`src/rtl/queen_board_encoder.sv`:
```
// queen_board_encoder
//
// Holds an 8x8 queen board as one optional queen per row (a 3-bit column plus
// an occupied flag) and streams the board as eight one-hot row vectors on
// request.
//
// Ports
//   clk, rst_n        rising-edge clock, asynchronous active-low reset
//   wr_valid/wr_ready write handshake; wr_row selects the row, wr_clear=1
//                     empties it, wr_clear=0 places a queen at wr_col
//   dump_start        starts an 8-beat dump (ignored while a dump runs)
//   busy              high for the whole dump
//   out_valid         beat qualifier for out_row_idx / out_onehot / out_last
//   out_onehot        [0:7], bit index = column, all zeros = empty row
//   placed_count      number of occupied rows, 0..8
//   dbg_state         current FSM state (0 = IDLE, 1 = DUMP)
//
// Handshake: a write transfers on a rising clk edge where wr_valid and
// wr_ready are both 1. wr_ready depends on FSM state only, so the source
// may hold wr_valid across a dump and the write lands on the first IDLE
// edge. The out_* beat stream has no back-pressure: one beat per cycle.
module queen_board_encoder (
    input  logic       clk,
    input  logic       rst_n,
    input  logic       wr_valid,
    output logic       wr_ready,
    input  logic [2:0] wr_row,
    input  logic [2:0] wr_col,
    input  logic       wr_clear,
    input  logic       dump_start,
    output logic       busy,
    output logic       out_valid,
    output logic [2:0] out_row_idx,
    output logic [0:7] out_onehot,
    output logic       out_last,
    output logic [3:0] placed_count,
    output logic       dbg_state
);

    typedef enum logic {
        IDLE = 1'b0,
        DUMP = 1'b1
    } state_t;

    state_t     state;
    logic [2:0] ptr;          // row currently presented on the beat outputs

    logic [2:0] col_q [8];
    logic [7:0] occ_q;

    // Board contents as they will be after this edge's write (if any).
    logic [2:0] col_d [8];
    logic [7:0] occ_d;
    logic [3:0] cnt_d;

    logic       wr_accept;
    logic [2:0] beat_row;
    logic [0:7] beat_onehot;

    assign wr_ready  = (state == IDLE);
    assign busy      = (state == DUMP);
    assign dbg_state = state;
    assign wr_accept = wr_valid && (state == IDLE);

    always_comb begin
        occ_d = occ_q;
        col_d = col_q;
        cnt_d = placed_count;
        if (wr_accept) begin
            if (wr_clear) begin
                if (occ_q[wr_row] && (placed_count != 4'd0)) begin
                    occ_d[wr_row] = 1'b0;
                    cnt_d         = placed_count - 4'd1;
                end
            end else begin
                col_d[wr_row] = wr_col;
                if (!occ_q[wr_row] && (placed_count != 4'd8)) begin
                    occ_d[wr_row] = 1'b1;
                    cnt_d         = placed_count + 4'd1;
                end
            end
        end
    end

    // Row of the beat that will be registered on this edge. Beat data is
    // taken from the post-write board so a write accepted together with
    // dump_start is already visible in the first beat.
    assign beat_row = (state == IDLE) ? 3'd0 : (ptr + 3'd1);

    always_comb begin
        beat_onehot = '0;
        if (occ_d[beat_row]) begin
            beat_onehot[col_d[beat_row]] = 1'b1;
        end
    end

    always_ff @(posedge clk or negedge rst_n) begin
        if (!rst_n) begin
            state        <= IDLE;
            ptr          <= 3'd0;
            occ_q        <= '0;
            for (int i = 0; i < 8; i++) begin
                col_q[i] <= 3'd0;
            end
            placed_count <= 4'd0;
            out_valid    <= 1'b0;
            out_row_idx  <= 3'd0;
            out_onehot   <= '0;
            out_last     <= 1'b0;
        end else begin
            occ_q        <= occ_d;
            for (int i = 0; i < 8; i++) begin
                col_q[i] <= col_d[i];
            end
            placed_count <= cnt_d;

            case (state)
                IDLE: begin
                    if (dump_start) begin
                        state       <= DUMP;
                        ptr         <= 3'd0;
                        out_valid   <= 1'b1;
                        out_row_idx <= 3'd0;
                        out_onehot  <= beat_onehot;
                        out_last    <= 1'b0;
                    end
                end
                DUMP: begin
                    if (ptr == 3'd7) begin
                        state       <= IDLE;
                        ptr         <= 3'd0;
                        out_valid   <= 1'b0;
                        out_row_idx <= 3'd0;
                        out_onehot  <= '0;
                        out_last    <= 1'b0;
                    end else begin
                        ptr         <= ptr + 3'd1;
                        out_valid   <= 1'b1;
                        out_row_idx <= ptr + 3'd1;
                        out_onehot  <= beat_onehot;
                        out_last    <= (ptr == 3'd6);
                    end
                end
                default: begin
                    state <= IDLE;
                end
            endcase
        end
    end

endmodule

```
`config.mk`:
```
export PLATFORM = sky130hd
export DESIGN_NAME = queen_board_encoder
export DESIGN_NICKNAME = d
export VERILOG_FILES = /design/src/rtl/queen_board_encoder.sv
export SDC_FILE = /design/constraint.sdc
export NUM_CORES = 1
export LEC_CHECK = 0
export CAP_MARGIN = 20
export CORE_MARGIN = 4
export CORE_UTILIZATION = 40
export CTS_CLUSTER_SIZE = 28
export DETAILED_ROUTE_END_ITERATION = 7
export SLEW_MARGIN = 15
export SYNTH_ARGS = -nofsm -noshare
export SYNTH_HDL_FRONTEND = slang
export SYNTH_SLANG_ARGS = --single-unit
```
`constraint.sdc`:
```
create_clock -name clk -period 2.66 [get_ports clk]
set_input_delay 0.399 -clock clk [delete_from_list [all_inputs] [get_ports clk]]
set_output_delay 0.399 -clock clk [all_outputs]
set_load 0.03 [all_outputs]
```
# After elaboration in Yosys (flattened, before gate mapping)
# Index checks and enable logic that the tools add are counted.
# op_classes
add_sub_neg	3
multipliers	0
div_mod_pow	0
n_lt_le_gt_ge	8
eq_ne	5
shift	0
muxes	39
bitwise_logic	7
reduce_logical	10
# ops
op	n
8-bit 2-to-1 mux	7
24-bit 2-to-1 mux	2
24-bit bitwise mux	1
3-bit 2-to-1 mux	6
8-bit case mux with 2 select lines	1
4-bit greater-or-equal comparator, second input constant	3
4-bit 2-to-1 mux	3
3-bit NOT with 4-bit output	3
3-bit binary-select mux with 3-bit select	1
3-bit demux with 3-bit select	1
1-bit 2-to-1 mux	9
8-bit AND	1
3-bit by 4-bit less-than comparator with 1-bit output, second input constant	2
4-bit by 1-bit less-than comparator with 1-bit output, second input constant	2
8-bit NOT	1
8-bit OR	1
1-bit binary-select mux with 3-bit select	2
1-bit demux with 3-bit select	2
3-bit == test, second input constant	2
1-bit logical AND	6
1-bit case mux with 2 select lines	3
3-bit case mux with 2 select lines	1
4-bit by 1-bit adder with 4-bit output, second input constant	1
2-bit by 1-bit inequality test with 1-bit output, second input constant	2
other kinds (9)	9
# totals
reg_bits	50
latch_bits	0
ram_bits	0
mem_bits_ro	0
input_bits	11
out_inout_bits	20
wordCells	87
n_memories	0

# Depth between registers and ports, before layout
# Gate-level depths: netlist (run 1).
# depth
ltp_word	19
mapped_depth	10
ltp_nobuf	8

# Worst setup path before layout (run 1)
# No wires, ideal clock.
# synth_timing
kind	register to register
start	register ptr[0]
end	register out_onehot[3] in the netlist's numbering
setup_ps	96
arrival_time_ps	2787
required_time_ps	2564
setup_slack_ps	-223
stages_incl_launch_ff	11
path_buffers	2
synth_period_minus_slack_ps	2883
cell_sequence	dfrtp_1 clkbuf_1 inv_1 ha_1 clkbuf_1 nor2b_1 a21oi_1 a211oi_1 a211o_1 or4b_4 o31ai_1
# synth_via
elab_chain_cells	14
word_cells_on_any_way	19
classes_between	add/sub (1); order compare (2); eq/ne (1); mux (12); bitwise (2); reduce/logical (1)
# synth_rtl
item	line_no	rtl
start: declaration	46	logic [2:0] ptr;
start signal: assignment	137	ptr <= ptr + 3'd1;
3-bit by 1-bit adder with 3-bit output	88	assign beat_row = (state == IDLE) ? 3'd0 : (ptr + 3'd1);
3-bit 2-to-1 mux	88	
3-bit NOT with 4-bit output (implied by the code)	93	beat_onehot[col_d[beat_row]] = 1'b1;
3-bit binary-select mux with 3-bit select	93	
3-bit 2-to-1 mux (implied by the code) (2 in series)	93	
3-bit NOT with 4-bit output (implied by the code)	93	
4-bit greater-or-equal comparator (implied by the code) or 4-bit by 1-bit less-than comparator with 1-bit output (tied branches)	93	
1-bit logical AND (implied by the code)	93	
1-bit 2-to-1 mux (implied by the code)	93	
1-bit demux with 3-bit select	93	
8-bit 2-to-1 mux	92	if (occ_d[beat_row]) begin
8-bit 2-to-1 mux (on tied branches)	129, 119	
8-bit case mux with 2 select lines (*)	117	case (state)
end signal: assignment	124	out_onehot <= beat_onehot;
end signal: assignment	140	out_onehot <= beat_onehot;
end: declaration	34	output logic [0:7] out_onehot,
# Mark *: on every way between the ends. The rest lies on a longest branch, timed or not. The select of a mux whose other input is x is not followed.
# A chain may end at the register's enable or synchronous reset.

# Worst setup path in the final report (run 1)
# layout_timing
start	input wr_valid
end	register out_onehot[6] in the netlist's numbering
# layout_via
elab_chain_cells	13
word_cells_on_any_way	18
classes_between	order compare (2); mux (13); bitwise (1); reduce/logical (2)
# layout_rtl
item	line_no	rtl
start: declaration	25	input logic wr_valid,
1-bit logical AND (*)	63	assign wr_accept = wr_valid && (state == IDLE);
24-bit 2-to-1 mux	69	if (wr_accept) begin
3-bit binary-select mux with 3-bit select	93	
3-bit 2-to-1 mux (implied by the code) (2 in series)	93	
3-bit NOT with 4-bit output (implied by the code)	93	
4-bit greater-or-equal comparator (implied by the code) or 4-bit by 1-bit less-than comparator with 1-bit output (tied branches)	93	
1-bit logical AND (implied by the code)	93	
1-bit 2-to-1 mux (implied by the code)	93	
1-bit demux with 3-bit select	93	
8-bit 2-to-1 mux (*)	92	
8-bit 2-to-1 mux (on tied branches)	129, 119	
8-bit case mux with 2 select lines (*)	117	
# Marked as above.

==> results, run 1 <==
- In the final layout, the share of cells above drive strength 1 is 0.281.
- The synthesized net count is 297.
- The CTS tree is yes.
- In this run the remaining antenna-violating nets after routing total 0.
- In the final layout, flip-flops and latches occupy 1250 um2.
- The tool flagged a number of max-cap violations equal to 0.
- The global routing stage identified its most utilized layer as met2.
- Measured along the x axis, the die boundary spans 91.0 um.
- In the synthesized netlist the dominant register cell turns out to be dfrtp_1.
- The critical path's top delay family is simple AND/OR/NAND/NOR gates.
- The post-synthesis average cell area is 9.84 um2.
- The number of buffers created by CTS is 5.
- The overall routing resource usage is 0.190.
- The required time of the critical path is between 2000 and 3000 ps.
- The sum of net half-perimeters after detailed placement is 5.87 mm.
- The starting density of the core is 0.422.
- The worst hold-check path type is input pin to async pin.
- The I/O pin total is 31.
- The area of the multi-input gates is 1450 um2.
- In the routed design, unresolved DRC markers number 0.
- The most numerous cell type found on the critical path is or4b_4.
- For flop-to-flop paths, the worst setup slack is about 170 ps.
- Of the total power, the clock network draws 0.107.
- The biggest area contributor in the post-synthesis netlist is dfrtp_1.
- The smallest clock period supported by the final layout is computed as 2590 ps.
- After the last flow step, the layout net total stands at 368.
- The fmax is a little under 400 MHz.
- The async set-or-reset flop fraction in the synthesized netlist is 1.00.
- The height of the chip is between 90 and 100 um.
- The worst path buffer plus inverter count is 1.
- The placed instances occupy a cell area of 3450 um2.
- In the post-synthesis netlist, the biggest area contributors are dfrtp_1 45%, mux2_2 6.9%, nand2_1 4.8%.
- The number of distinct library cells after synthesis is 56.
- The startpoint identified for the worst register-to-register timing path is busy$_DFF_PN0_.
- Setup repair after global routing left no endpoint under its margin.
- STA classifies the critical path endpoint as a flop.
- The share of synthesized area in the top cell type comes to 0.454.
- After clock tree synthesis, the clock-pin slew on the worst setup and hold paths is 100 ps.
- After global routing the overflow that remains totals 0.
- For this run, global-route usage on met3 was measured as 0.0314.
- The critical path in this run is classified as input pin to flop.
- CTS built an H-tree with a depth of 2.
- The die covers 8280 um2.
- The largest driver fanout on the critical path is 5.
- The cell chosen for the clock root is clkbuf_8.
- No sink is reached through more buffers than the 2 on the longest clock path.
- The global placer's final weighted congestion is 0.911.
- The fraction of the yosys area taken by sequential cells is 0.454.
- The later pin in the worst-skew pair is clocked with a latency of 310 ps.
- For the pin with the worst max-slew slack, the measured transition is 681 ps.
- The critical path goes through clkdlybuf4s50_1 -> or4b_4 -> nor2_4 -> nor3_1 -> o311a_1 -> or4b_4 -> o31ai_4.
- Overall power consumption after layout is estimated at 4230 uW.
- Across the routed clock network, the largest skew measured is 6.86 ps.
- The total area inside the core boundary comes to 6530 um2.
- The number of inserted diodes is 0.
- Internal power comes to 2310 uW.
- Port buffering added 30 buffers.
- Synthesis produced a netlist whose cell count is 280.
- The terminus of the critical flop-to-flop path is out_onehot[6]$_DFFE_PN0P_.
- After synthesis the netlist holds a flip-flop and latch count of 50.
- Once layout is done, the placed cells without fillers occupy about 3600 um2.
- For this design the ratio of total power to cell area is 1160 nW/um2.
- The final number of max-transition violations was 0.
- The first global-routing pass estimated 12.6 mm of wire.
- Before antenna repair, the detailed router went through 4 iterations.
- Setup violations remaining at the end of the flow were counted as 0.
- After detailed routing, the total wire length is 7.68 mm.
- Counting every sink on the clock net gives 50.
- The share of total power dissipated in combinational logic is 0.596.
- The via count of the first global-routing pass is approximately 2500.
- The post-synthesis instance area is 2760 um2.
- The post-placement worst setup slack is -357 ps.
- The fraction of power spent switching nets is 0.453.
- The cell with the largest stage delay on the worst path is or4b_4.
- Of the available clock period, the critical path in the final layout requires 0.975.
- The area growth from synthesis to layout is 31.9%.
- The first routing iteration left 183 violations.
- The flow ran to the end, and the final reports show no timing, DRC or antenna violations.
- Entering global routing, the biggest net connects 30 pins.
- The data arrival at the endpoint of the critical path is 2820 ps.
- Dividing the detail-routed wire length by the instance count gives 17.9 um.
- The initialized floorplan defines 29 standard-cell rows.
- Across the VDD grid, the largest voltage drop is 0.506 mV.
- The total net switching power is 1920 uW.
- The routing usage on met1 is 0.257.
- The fraction of power consumed by sequential logic is 0.297.
- The synthesized design contains 0 enable-type register cells.
- STA classifies the critical path startpoint as an input pin.
- The number of endpoints with negative hold slack in the final report is 0.
- For this design the static power due to leakage is 0.00165 uW.
- The maximum single-stage delay on the critical path is about 570 ps.
- The initial antenna violation count came to 0.
- The detailed-route vias per instance is 5.76.
- The number of hold buffers added after CTS was 0.
- The number of warning messages in the yosys log is 0.
- For this run, global-route usage on met2 was measured as 0.316.
- The slack of the critical path is 65.2 ps.
- The number of cell instances on the worst register-to-register path is 6.
- The worst relative slew slack is 0.544.
- The fill cell instance count of the final layout is about 600.
- The via count is roughly 2500.
[layout by cell type, fill, tap and decap left out, types with 3 or more instances in the layout]
cell,n
nor2_1,13
o21ai_1,3
clkbuf_8,5
o31ai_1,6
dfrtp_1,49
a31oi_1,8
nand2_1,35
a211oi_1,4
and2_1,3
nor2b_1,6
a21oi_1,16
nor3_1,5
mux2_2,17
nand3_1,12
ha_1,4
o21ai_0,9
xnor2_1,3
buf_4,52
clkdlybuf4s50_1,27
nand2b_1,5
inv_1,7
mux2i_1,4
[worst reg2reg max path: stages, from the launching register on]
cell and delay, ps:
dfrtp_1 460, or4b_4 600, nor2_4 110, nor3_1 50, o311a_1 360, or4b_4 570
o31ai_4 260
[cells by family after synthesis]
| kind of cell | after synthesis | share of synthesized area |
|---|---|---|
| flops | 50 | 0.454 |
| simple gates | 96 | 0.184 |
| buf+inv | 27 | 0.0459 |
| xor+xnor | 5 | 0.0159 |
| fa+ha+maj | 6 | 0.0300 |
| mux | 22 | 0.0922 |
| compound gates | 74 | 0.178 |
[repair_timing]
action	in CTS	in global routing
endpoints found under the hold margin	0	0
pin swaps	0	8
buffers inserted	0	1
resized for setup	2	16
setup endpoints to repair	4	8
[power groups by stage]
stage	registers (uW)	clock network, uW	logic, uW
2_1_floorplan	1370	0	1350
3_3_place_gp	1250	0	2260
3_5_place_dp	1260	0	2270
4_1_cts	1250	472	2310
5_1_grt	1290	499	2730
6_report	1260	453	2520
[worst max-delay path by stage]
stage	startpoint	endpoint	slack [ps]	depth (start not counted)
detailed placement	wr_row[0]	out_onehot[6]$_DFFE_PN0P_	-360	8
CTS	wr_row[0]	out_onehot[7]$_DFFE_PN0P_	-10	8
global route	wr_valid	out_onehot[6]$_DFFE_PN0P_	10	7
global placement	wr_row[0]	out_onehot[7]$_DFFE_PN0P_	-290	8
finish	wr_valid	out_onehot[6]$_DFFE_PN0P_	70	7
floorplan	ptr[0]$_DFFE_PN0P_	out_onehot[3]$_DFFE_PN0P_	10	10
[state kept, by name, summed over array words and instances, names as in the netlist]
name / cells
out_onehot: 8
placed_count: 4
out_last: 1
ptr: 3
busy: 1
col_q: 24
out_valid: 1
occ_q: 8
[Yosys cell counts, types with 4 or more instances]
master / number
dfrtp_1: 50
nand2_1: 35
a21oi_1: 18
mux2_2: 17
nor2_1: 13
nand3_1: 12
o21ai_0: 12
clkbuf_1: 11
o31ai_1: 9
a31oi_1: 8
inv_1: 8
nor2b_1: 6
buf_2: 5
ha_1: 5
nand2b_1: 5
nor3_1: 5
a211oi_1: 4
mux2i_1: 4
[metrics by stage]
stage	cells	hold slack, ps	utilization	setup TNS (ps)
after global routing	429	163	0.556	0
after floorplan	280	103	-	0
after detailed placement	420	465	0.529	-2450
after CTS	428	125	0.544	-20.6
after global placement	420	457	0.529	-2120
final	429	103	0.556	0
[routing by layer]
layer,share of wire,vias up
li1,-,1172
met2,0.47,83
met1,0.45,1202
met3,0.052,14
met4,0.018,0
met5,0,-
[cell type report]
cell class                 instances  share of cell area
clock buffer                       5              0.0189
clock inverter                     3             0.00585
timing repair buffer              83               0.196
tap                               77              0.0265
sequential                        50               0.345
multi-input combinational        203               0.400
inverter                           8             0.00826
(Power assumes the default switching activity.)
==> inputs of run 2 (changes only) <==
--- a/config.mk
+++ b/config.mk
@@ -5,7 +5,6 @@
 export SDC_FILE = /design/constraint.sdc
 export NUM_CORES = 1
 export LEC_CHECK = 0
-export CAP_MARGIN = 20
 export CORE_MARGIN = 4
 export CORE_UTILIZATION = 40
 export CTS_CLUSTER_SIZE = 28
==> results of run 2 <==
Final layout, timing and power as in run 1 (identical DEF).
==> inputs of run 3 (changes only) <==
--- a/config.mk
+++ b/config.mk
@@ -9,6 +9,7 @@
 export CORE_UTILIZATION = 40
 export CTS_CLUSTER_SIZE = 28
 export DETAILED_ROUTE_END_ITERATION = 7
+export REMOVE_ABC_BUFFERS = 1
 export SLEW_MARGIN = 15
 export SYNTH_ARGS = -nofsm -noshare
 export SYNTH_HDL_FRONTEND = slang
==> results, run 3 (synthesized netlist as in run 1, its figures left out) <==
- The via count is 2439.
- The total leakage power is ~0.0016 uW.
- The library cell used most frequently in the layout, excluding fill and tap cells, is buf_4.
- The number of levels the H-tree was split into is 2.
- The clock arrives with 4.70 ps of skew.
- Walking the worst path, the cells encountered are clkdlybuf4s50_1 -> mux4_2 -> buf_4 -> o41ai_1 -> o22ai_1 -> nand4b_1 -> o31ai_1.
- The clock latency reported for the late side of the worst-skew pair is 300 ps.
- CTS placed an instance of clkbuf_8 at the clock tree root.
- The post-placement worst setup slack is -303 ps.
- The largest driver fanout on the critical path is 8.
- Buffers added to address setup during post-CTS repair amount to 0.
- Detailed placement finished with a half-perimeter wire length of 5.73 mm.
- The run finished with clean final reports.
- The overall routing resource usage is 0.193.
- The source of the worst register-to-register timing path is ptr[1]$_DFFE_PN0P_.
- For this design the ratio of total power to cell area is between 1000 and 1500 nW/um2.
- The number of inserted diodes is 0.
- Static timing analysis puts the maximum clock frequency at around 380 MHz.
- met2 is the most crowded layer.
- Dividing the detail-routed via count by the number of cells gives 5.70.
- The data arrival at the endpoint of the critical path is around 2800 ps.
- The worst-case IR drop observed on VDD is a little over 0.5 mV.
- The CTS tree is yes.
- In the final layout, the share of cells above drive strength 1 is 0.268.
- STA classifies the critical path startpoint as an input pin.
- The register with the highest flop count is col_q.
- The starting density of the core is 0.422.
- Setup repair after global routing left no endpoint under its margin.
- The global placer's final weighted congestion is 0.896.
- The worst setup path is of the input pin to flop kind.
- Entering global routing, the biggest net connects ~50 pins.
- Counting the fill cells in the layout gives 603.
- Dividing the detail-routed wire length by the instance count gives 17.6 um.
- The height of the chip is 91.0 um.
- The logic gate share of total power is 0.603.
- The share of the clock period used by the worst path after layout is 0.977.
- After detailed routing, the number of remaining DRC violations is 0.
- The worst hold slack after final layout is 199 ps.
- The final routed wirelength across all metal layers is 7.53 mm.
- The largest registers in the layout are col_q: 24 flops, occ_q: 8 flops, out_onehot: 8 flops.
- In this run the remaining antenna-violating nets after routing total 0.
- Counting cells, the worst reg-to-reg path comes to 8.
- In the global route stage, met3 resource usage came out at 0.0421.
- The pre-antenna-repair detailed-routing pass consisted of 5 iterations.
- The count of buffers from port buffering is 30.
- The core area is between 6000 and 7000 um2.
- The final number of max-transition violations came to 0.
- In this run, the number of DRC markers left after iteration 0 of detailed routing was 171.
- The fraction of power consumed by sequential logic is 0.297.
- The actual transition at the worst max-transition pin is 765 ps.
- The setup check on the worst reg-to-reg path leaves a slack of 150 ps.
- The register with the most flip-flops in the layout has 24 of them.
- The tool flagged a number of max-cap violations equal to 0.
- The horizontal die dimension is around 91 um.
- The floorplan has 29 rows.
- The total global routing overflow is 0.
- The first global-routing pass estimated about 13 mm of wire.
- The fraction of power spent switching nets is 0.442.
- After clock tree synthesis, the clock-pin slew on the worst setup and hold paths is 90 ps.
- Leaving out fill and tap cells, the most frequent cells in the layout are 51 x buf_4, 50 x dfrtp_1, 35 x nand2_1.
- The cell internal power dissipation is 2340 uW.
- The final setup violation count is 0.
- The clock share of power is 0.099.
- The full die area is 8280 um2.
- For this design, the sink count on the clock tree is 50.
- The path class of the tightest hold or removal check is input pin to async pin.
- No sink is reached through more buffers than the 2 on the longest clock path.
- The initial antenna violation count is 0.
- The slack of the critical path is 60.9 ps.
- The number of buffers created by CTS is 5.
- The worst pin sits at a relative slew slack of 0.488.
- The endpoint identified for the worst register-to-register timing path is out_onehot[3]$_DFFE_PN0P_.
- The startpoint of the worst setup timing path is wr_row[1].
- For met2 alone, demand over resource in global routing was 0.307.
- The required time of the critical path is roughly 2800 ps.
- The I/O pin total is 31.
- The cell with the largest stage delay on the worst path is clkdlybuf4s50_1.
- For this design the total switching power over the nets is 1850 uW.
- The final sum of negative setup slack is 0 ps.
- The maximum single-stage delay on the critical path is 630 ps.
- The number of endpoints with negative hold slack in the final report was 0.
- The number of nets in the final layout is 368.
- The via count of the first global-routing pass is around 2500.
- The time the final worst path needs with I/O delays and setup is roughly 2600 ps.
- The worst setup path is captured at a flop.
- The area growth from synthesis to layout is 29.8%.
- In the global route stage, met1 resource usage came out at 0.264.
run 3: worst max-delay path by stage:
stage	endpoint	slack [ps]	cells after the start
2_1_floorplan	out_onehot[3]$_DFFE_PN0P_	-390	6
3_3_place_gp	out_onehot[3]$_DFFE_PN0P_	-240	9
3_5_place_dp	out_onehot[3]$_DFFE_PN0P_	-300	9
4_1_cts	out_onehot[3]$_DFFE_PN0P_	8	9
5_1_grt	out_onehot[6]$_DFFE_PN0P_	3	7
6_report	out_onehot[1]$_DFFE_PN0P_	60	7
run 3: cell type report:
type | instances | area (um2) | area share
clock buffer | 7 | 76.3 | 0.0213
multi-input combinational | 203 | 1420 | 0.398
inverter | 8 | 30.0 | 0.00839
sequential | 50 | 1250 | 0.350
timing repair buffer | 83 | 699 | 0.196
tap | 77 | 96.3 | 0.0269
run 3: critical path: cells and delay by family:
kind                   cells  cell delay (ps)
buffers and inverters      2              800
multiplexers               1              590
AO/OA/AOI/OAI              3              690
AND/OR/NAND/NOR            1              280
run 3: layer usage:
layer / vias up / wire length (um)
met5: - / 0
met4: 0 / 166
met3: 15 / 526
li1: 1160 / -
met1: 1183 / 3360
met2: 81 / 3470
run 3: per-stage QoR:
step | total power, uW | std cells | cell area [um2] | utilization
2_1_floorplan | 2670 | 261 | 2660 | -
3_3_place_gp | 3630 | 420 | 3440 | 0.527
3_5_place_dp | 3650 | 420 | 3440 | 0.527
4_1_cts | 4080 | 427 | 3520 | 0.539
5_1_grt | 4510 | 428 | 3580 | 0.548
6_report | 4190 | 428 | 3580 | 0.548
run 3: power by group through the flow:
stage          registers [uW]  clock network, uW  logic [uW]
2_1_floorplan            1420                  0        1250
3_3_place_gp             1250                  0        2380
3_5_place_dp             1250                  0        2400
4_1_cts                  1240                433        2410
5_1_grt                  1280                470        2760
6_report                 1250                416        2520
run 3: what timing repair did:
action,CTS,global route
setup endpoints to repair,0,8
hold buffers,0,0
gates resized for setup,0,15
==> RTL edit 1 (flow settings as in run 1) <==
Register the output `placed_count` once more; this adds one clock of latency there. The other outputs are not delayed to match.
--- a/src/rtl/queen_board_encoder.sv
+++ b/src/rtl/queen_board_encoder.sv
@@ -42,6 +42,8 @@
         DUMP = 1'b1
     } state_t;
 
+    logic [3:0] placed_count_s0;
+
     state_t     state;
     logic [2:0] ptr;          // row currently presented on the beat outputs
 
@@ -65,18 +67,18 @@
     always_comb begin
         occ_d = occ_q;
         col_d = col_q;
-        cnt_d = placed_count;
+        cnt_d = placed_count_s0;
         if (wr_accept) begin
             if (wr_clear) begin
-                if (occ_q[wr_row] && (placed_count != 4'd0)) begin
+                if (occ_q[wr_row] && (placed_count_s0 != 4'd0)) begin
                     occ_d[wr_row] = 1'b0;
-                    cnt_d         = placed_count - 4'd1;
+                    cnt_d         = placed_count_s0 - 4'd1;
                 end
             end else begin
                 col_d[wr_row] = wr_col;
-                if (!occ_q[wr_row] && (placed_count != 4'd8)) begin
+                if (!occ_q[wr_row] && (placed_count_s0 != 4'd8)) begin
                     occ_d[wr_row] = 1'b1;
-                    cnt_d         = placed_count + 4'd1;
+                    cnt_d         = placed_count_s0 + 4'd1;
                 end
             end
         end
@@ -102,7 +104,7 @@
             for (int i = 0; i < 8; i++) begin
                 col_q[i] <= 3'd0;
             end
-            placed_count <= 4'd0;
+            placed_count_s0 <= 4'd0;
             out_valid    <= 1'b0;
             out_row_idx  <= 3'd0;
             out_onehot   <= '0;
@@ -112,7 +114,7 @@
             for (int i = 0; i < 8; i++) begin
                 col_q[i] <= col_d[i];
             end
-            placed_count <= cnt_d;
+            placed_count_s0 <= cnt_d;
 
             case (state)
                 IDLE: begin
@@ -148,5 +150,9 @@
         end
     end
 
+    always_ff @(posedge clk) begin
+        placed_count <= placed_count_s0;
+    end
+
 endmodule
 
Behaviour: not the same (a bounded check fails within 4 cycles, from zero or initial values and one cycle with rst_n low).
==> RTL edit 1 against run 1 <==
- final area is 8.0% higher
- synthesized area is 2.9% higher
- core utilization is 1.8 points higher
- first-iteration DRC count is 13% lower
- total power is 11% higher
- wire length is 5.0% higher
- worst setup slack better by 0.021 ns
- register-to-register slack worse by 0.03 ns
- sequential cell count is 4 higher
- synthesized cell count is 1.4% higher
- highest routed layer unchanged
==> RTL edit 1: results (changes against run 1) <==
synth_nets: 301  # was 297
dp_worst_setup_slack_ns: -0.357  # about the same
synth-compound-area-share_pct: 17.3  # was 17.8%
routed_via_density: 5.54  # was 5.76
io_buffers: 30  # unchanged
grt_pass1_wl_um: 12800  # was 12600 µm
dp_hpwl_um: 5820  # was 5870 µm
synth_cell_types: 57  # was 56
cp.arrival_ns: 2.77  # was 2.82 ns
status: "finished, final reports clean"  # unchanged
critPathSlowestCell: "clkdlybuf4s50_1"  # was or4b_4
gp_congestion: 0.890  # was 0.911
placedCellCount: 450  # was 420
nets: 388  # was 368
tightest_slew_ns: 0.750  # was 0.681 ns
finalClockSkew_ns: 0.00356  # was 0.00686 ns
worst-r2r-setup-slack_ns: 0.14  # was 0.17 ns
drtIter0Drc: 160  # was 183
finalWorstSetupSlack_ns: 0.0860  # was 0.0652 ns
postSynth.asyncResetShare_pct: 92.6  # was 100%
synth_area_per_cell_um2: 9.98  # was 9.84 µm²
rr_endpoint: "out_onehot[3]$_DFFE_PN0P_"  # was out_onehot[6]$_DFFE_PN0P_
grt_use_total_pct: 18.8  # was 19.0%
synthXorXnorAreaFrac_pct: 1.54  # was 1.59%
seq_area_frac_synth_pct: 47.0  # was 45.4%
reg2reg_from: "ptr[0]$_DFFE_PN0P_"  # was busy$_DFF_PN0_
first_global_vias: 2553  # was 2474
muxShareOfSynthArea_pct: 8.96  # was 9.22%
r2r.worst_path.cells: 9  # was 6
p_leak_uw: 0.00180  # was 0.00165 µW
drive_above_1_share_pct: 32.0  # was 28.1%
drt_wl_total_um: 8060  # was 7680 µm
critical_path.top_delay_family: "compound AO/OA/AOI/OAI gates"  # was simple AND/OR/NAND/NOR gates
grt_max_degree: 27  # was 30
endpoint: "out_onehot[5]$_DFFE_PN0P_"  # was out_onehot[6]$_DFFE_PN0P_
clkTransAtPathRegs_ns: 0.09
placed_area_um2: 3600  # was 3450 µm²
cts_buffers: 5  # unchanged
synth_fa_ha_area_share_pct: 2.91  # was 3.00%
fin_cells: 468  # was 429
peakVddDrop_mv: 0.337  # was 0.506 mV
fill_cells: 613  # was 612
netlist_top_cells_area: "dfrtp_1, mux2_2, nand2_1, a21oi_1, dfxtp_1"  # was dfrtp_1, mux2_2, nand2_1, a21oi_1, o31ai_1
hold_slack_ns: 0.105  # was 0.103 ns
==> RTL edit 1: routing by layer <==
layer	track usage, %	routed length, µm	vias to the layer above
li1	-	-	1212
met1	24.5	3570	1267
met2	31.3	3830	98
met3	3.45	509	16
met4	6.56	151	0
met5	0	0	-
==> RTL edit 1: cell type report <==
cell class	instances	area [µm²]	area share, %
flip-flops and latches	54	1330	33.9
multi-input cells	203	1510	38.4
repair buffers	99	830	21.1
well taps	96	120	3.06
clock buffers	7	76.3	1.94
clock inverters	1	30.0	0.765
inverters	8	30.0	0.765
==> RTL edit 1: power breakdown <==
| group | total (µW) | internal, µW | switching, µW |
|---|---|---|---|
| combinational | 2800 | 1260 | 1540 |
| clock | 542 | 282 | 260 |
| sequential | 1340 | 1130 | 210 |
| total | 4690 | 2680 | 2010 |
==> RTL edit 1: timing repair <==
| item | CTS | global route |
|---|---|---|
| pin swaps | 1 | 8 |
| buffers inserted | 1 | 7 |
| gates cloned | 0 | 2 |
| setup endpoints to repair | 4 | 8 |
| gates resized for setup | 4 | 25 |
==> RTL edit 2 (settings of run 1) <==
Without the edit above. Reset style: synchronous (`rst_n`), changed in one clocked block. Comments in the files are not updated.
--- a/src/rtl/queen_board_encoder.sv
+++ b/src/rtl/queen_board_encoder.sv
@@ -94,7 +94,7 @@
         end
     end
 
-    always_ff @(posedge clk or negedge rst_n) begin
+    always_ff @(posedge clk) begin
         if (!rst_n) begin
             state        <= IDLE;
             ptr          <= 3'd0;
Function: differs if rst_n is asserted again (counterexample within 4 cycles, from zero or initial values and one cycle with rst_n low); with rst_n held inactive, the same outputs for 4 cycles.
==> RTL edit 2 against run 1 <==
- global-route usage is 1.2 points higher
- worst setup slack gained 0.022 ns
- critical path depth is 1 higher
- final area fell by 1.7%
- sequential share of layout area decreased by 6.4 points
- largest cell class unchanged
- sequential cell count stayed put
- synthesized area is 4.3% lower
- wire length is 2.5% higher
Power is not compared: it rests on default switching activity, and its combinational part moved more than twofold at a synthesized area within 25%.
==> RTL edit 2: results (changes against run 1) <==
routed_via_density: 5.60  # was 5.76
synth_cell_types: 58  # was 56
drt_pass1_iterations: 5  # was 4
drt_wl_total_um: 7870  # was 7680 µm
grt_max_degree: 40  # was 30
synth_nets: 329  # was 297
fill_cells: 594  # was 612
finalClockSkew_ns: 0.00381  # was 0.00686 ns
drtIter0Drc: 142  # was 183
gp_congestion: 0.882  # was 0.911
clk_share_pct: 3.08  # was 2.48%
cpPeakStageDelay_ns: 0.65  # was 0.57 ns
buffers: 93  # was 83
cp.arrival_ns: 2.79  # was 2.82 ns
nets: 411  # was 368
clock_buffers: 6  # was 5
multi_input_area_share_pct: 43.2  # was 40.0%
status: "finished, final reports clean"  # unchanged
path_max_fanout: 6  # was 5
tightest_slew_ns: 0.908  # was 0.681 ns
fin_cells: 472  # was 429
postSynth.asyncResetShare_pct: 0  # was 100%
multi_input_gates: 233  # was 203
hold_path.class: "flip-flop to flip-flop"  # was input port to asynchronous set/reset pin
dp_worst_setup_slack_ns: -0.372  # was -0.357 ns
seq_area_share_pct: 28.0  # was 34.5%
-- RTL edit 2: cell types whose count changed after synthesis, sizes merged, moves of 6 or more --
cell,before,now
nor2,15,38
dfrtp,50,0
o21ai,12,23
o31ai,9,3
a21oi,18,26
dfxtp,0,50
mux2i,4,13
nand2,35,11
mux2,17,1
-- RTL edit 2: power by group --
group / total [µW] / switching, µW / internal (µW)
combinational: 331 / 188 / 143
sequential: 778 / 14.3 / 764
clock: 547 / 266 / 281
-- RTL edit 2: worst paths after layout --
path                                   start                    endpoint  slack [ns]  cells after the start
setup reg to reg             busy$_SDFF_PN0_  out_onehot[6]$_SDFFE_PN0P_        0.20                      8
setup / recovery                   wr_row[0]  out_onehot[6]$_SDFFE_PN0P_        0.09                      8
hold / removal    out_onehot[7]$_SDFFE_PN0P_  out_onehot[7]$_SDFFE_PN0P_        0.48                      1
hold reg to reg   out_onehot[7]$_SDFFE_PN0P_  out_onehot[7]$_SDFFE_PN0P_        0.48                      1
-- RTL edit 2: logic make-up after synthesis --
| kind of cell | share of synthesized area [%] |
|---|---|
| flip-flops | 38.0 |
| AO/OA/AOI/OAI | 25.9 |
| AND/OR/NAND/NOR | 21.3 |
| adder cells (fa/ha/maj) | 3.13 |
| XOR/XNOR | 0.996 |
| buffers and inverters | 5.17 |
| multiplexers | 5.50 |
-- RTL edit 2: what timing repair did --
item,4_1_cts,5_1_grt
gates resized for setup,1,16
setup endpoints to repair,3,8
setup buffers,0,1
pin swaps,0,1
gates cloned,0,1
-- RTL edit 2: layer usage --
layer	part of all wire (%)	vias to the layer above	GRT usage, %
li1	-	1306	-
met1	45	1234	28.9
met2	46	95	31.9
met3	8.5	6	3.32
met4	0.95	0	5.01
met5	0	-	0
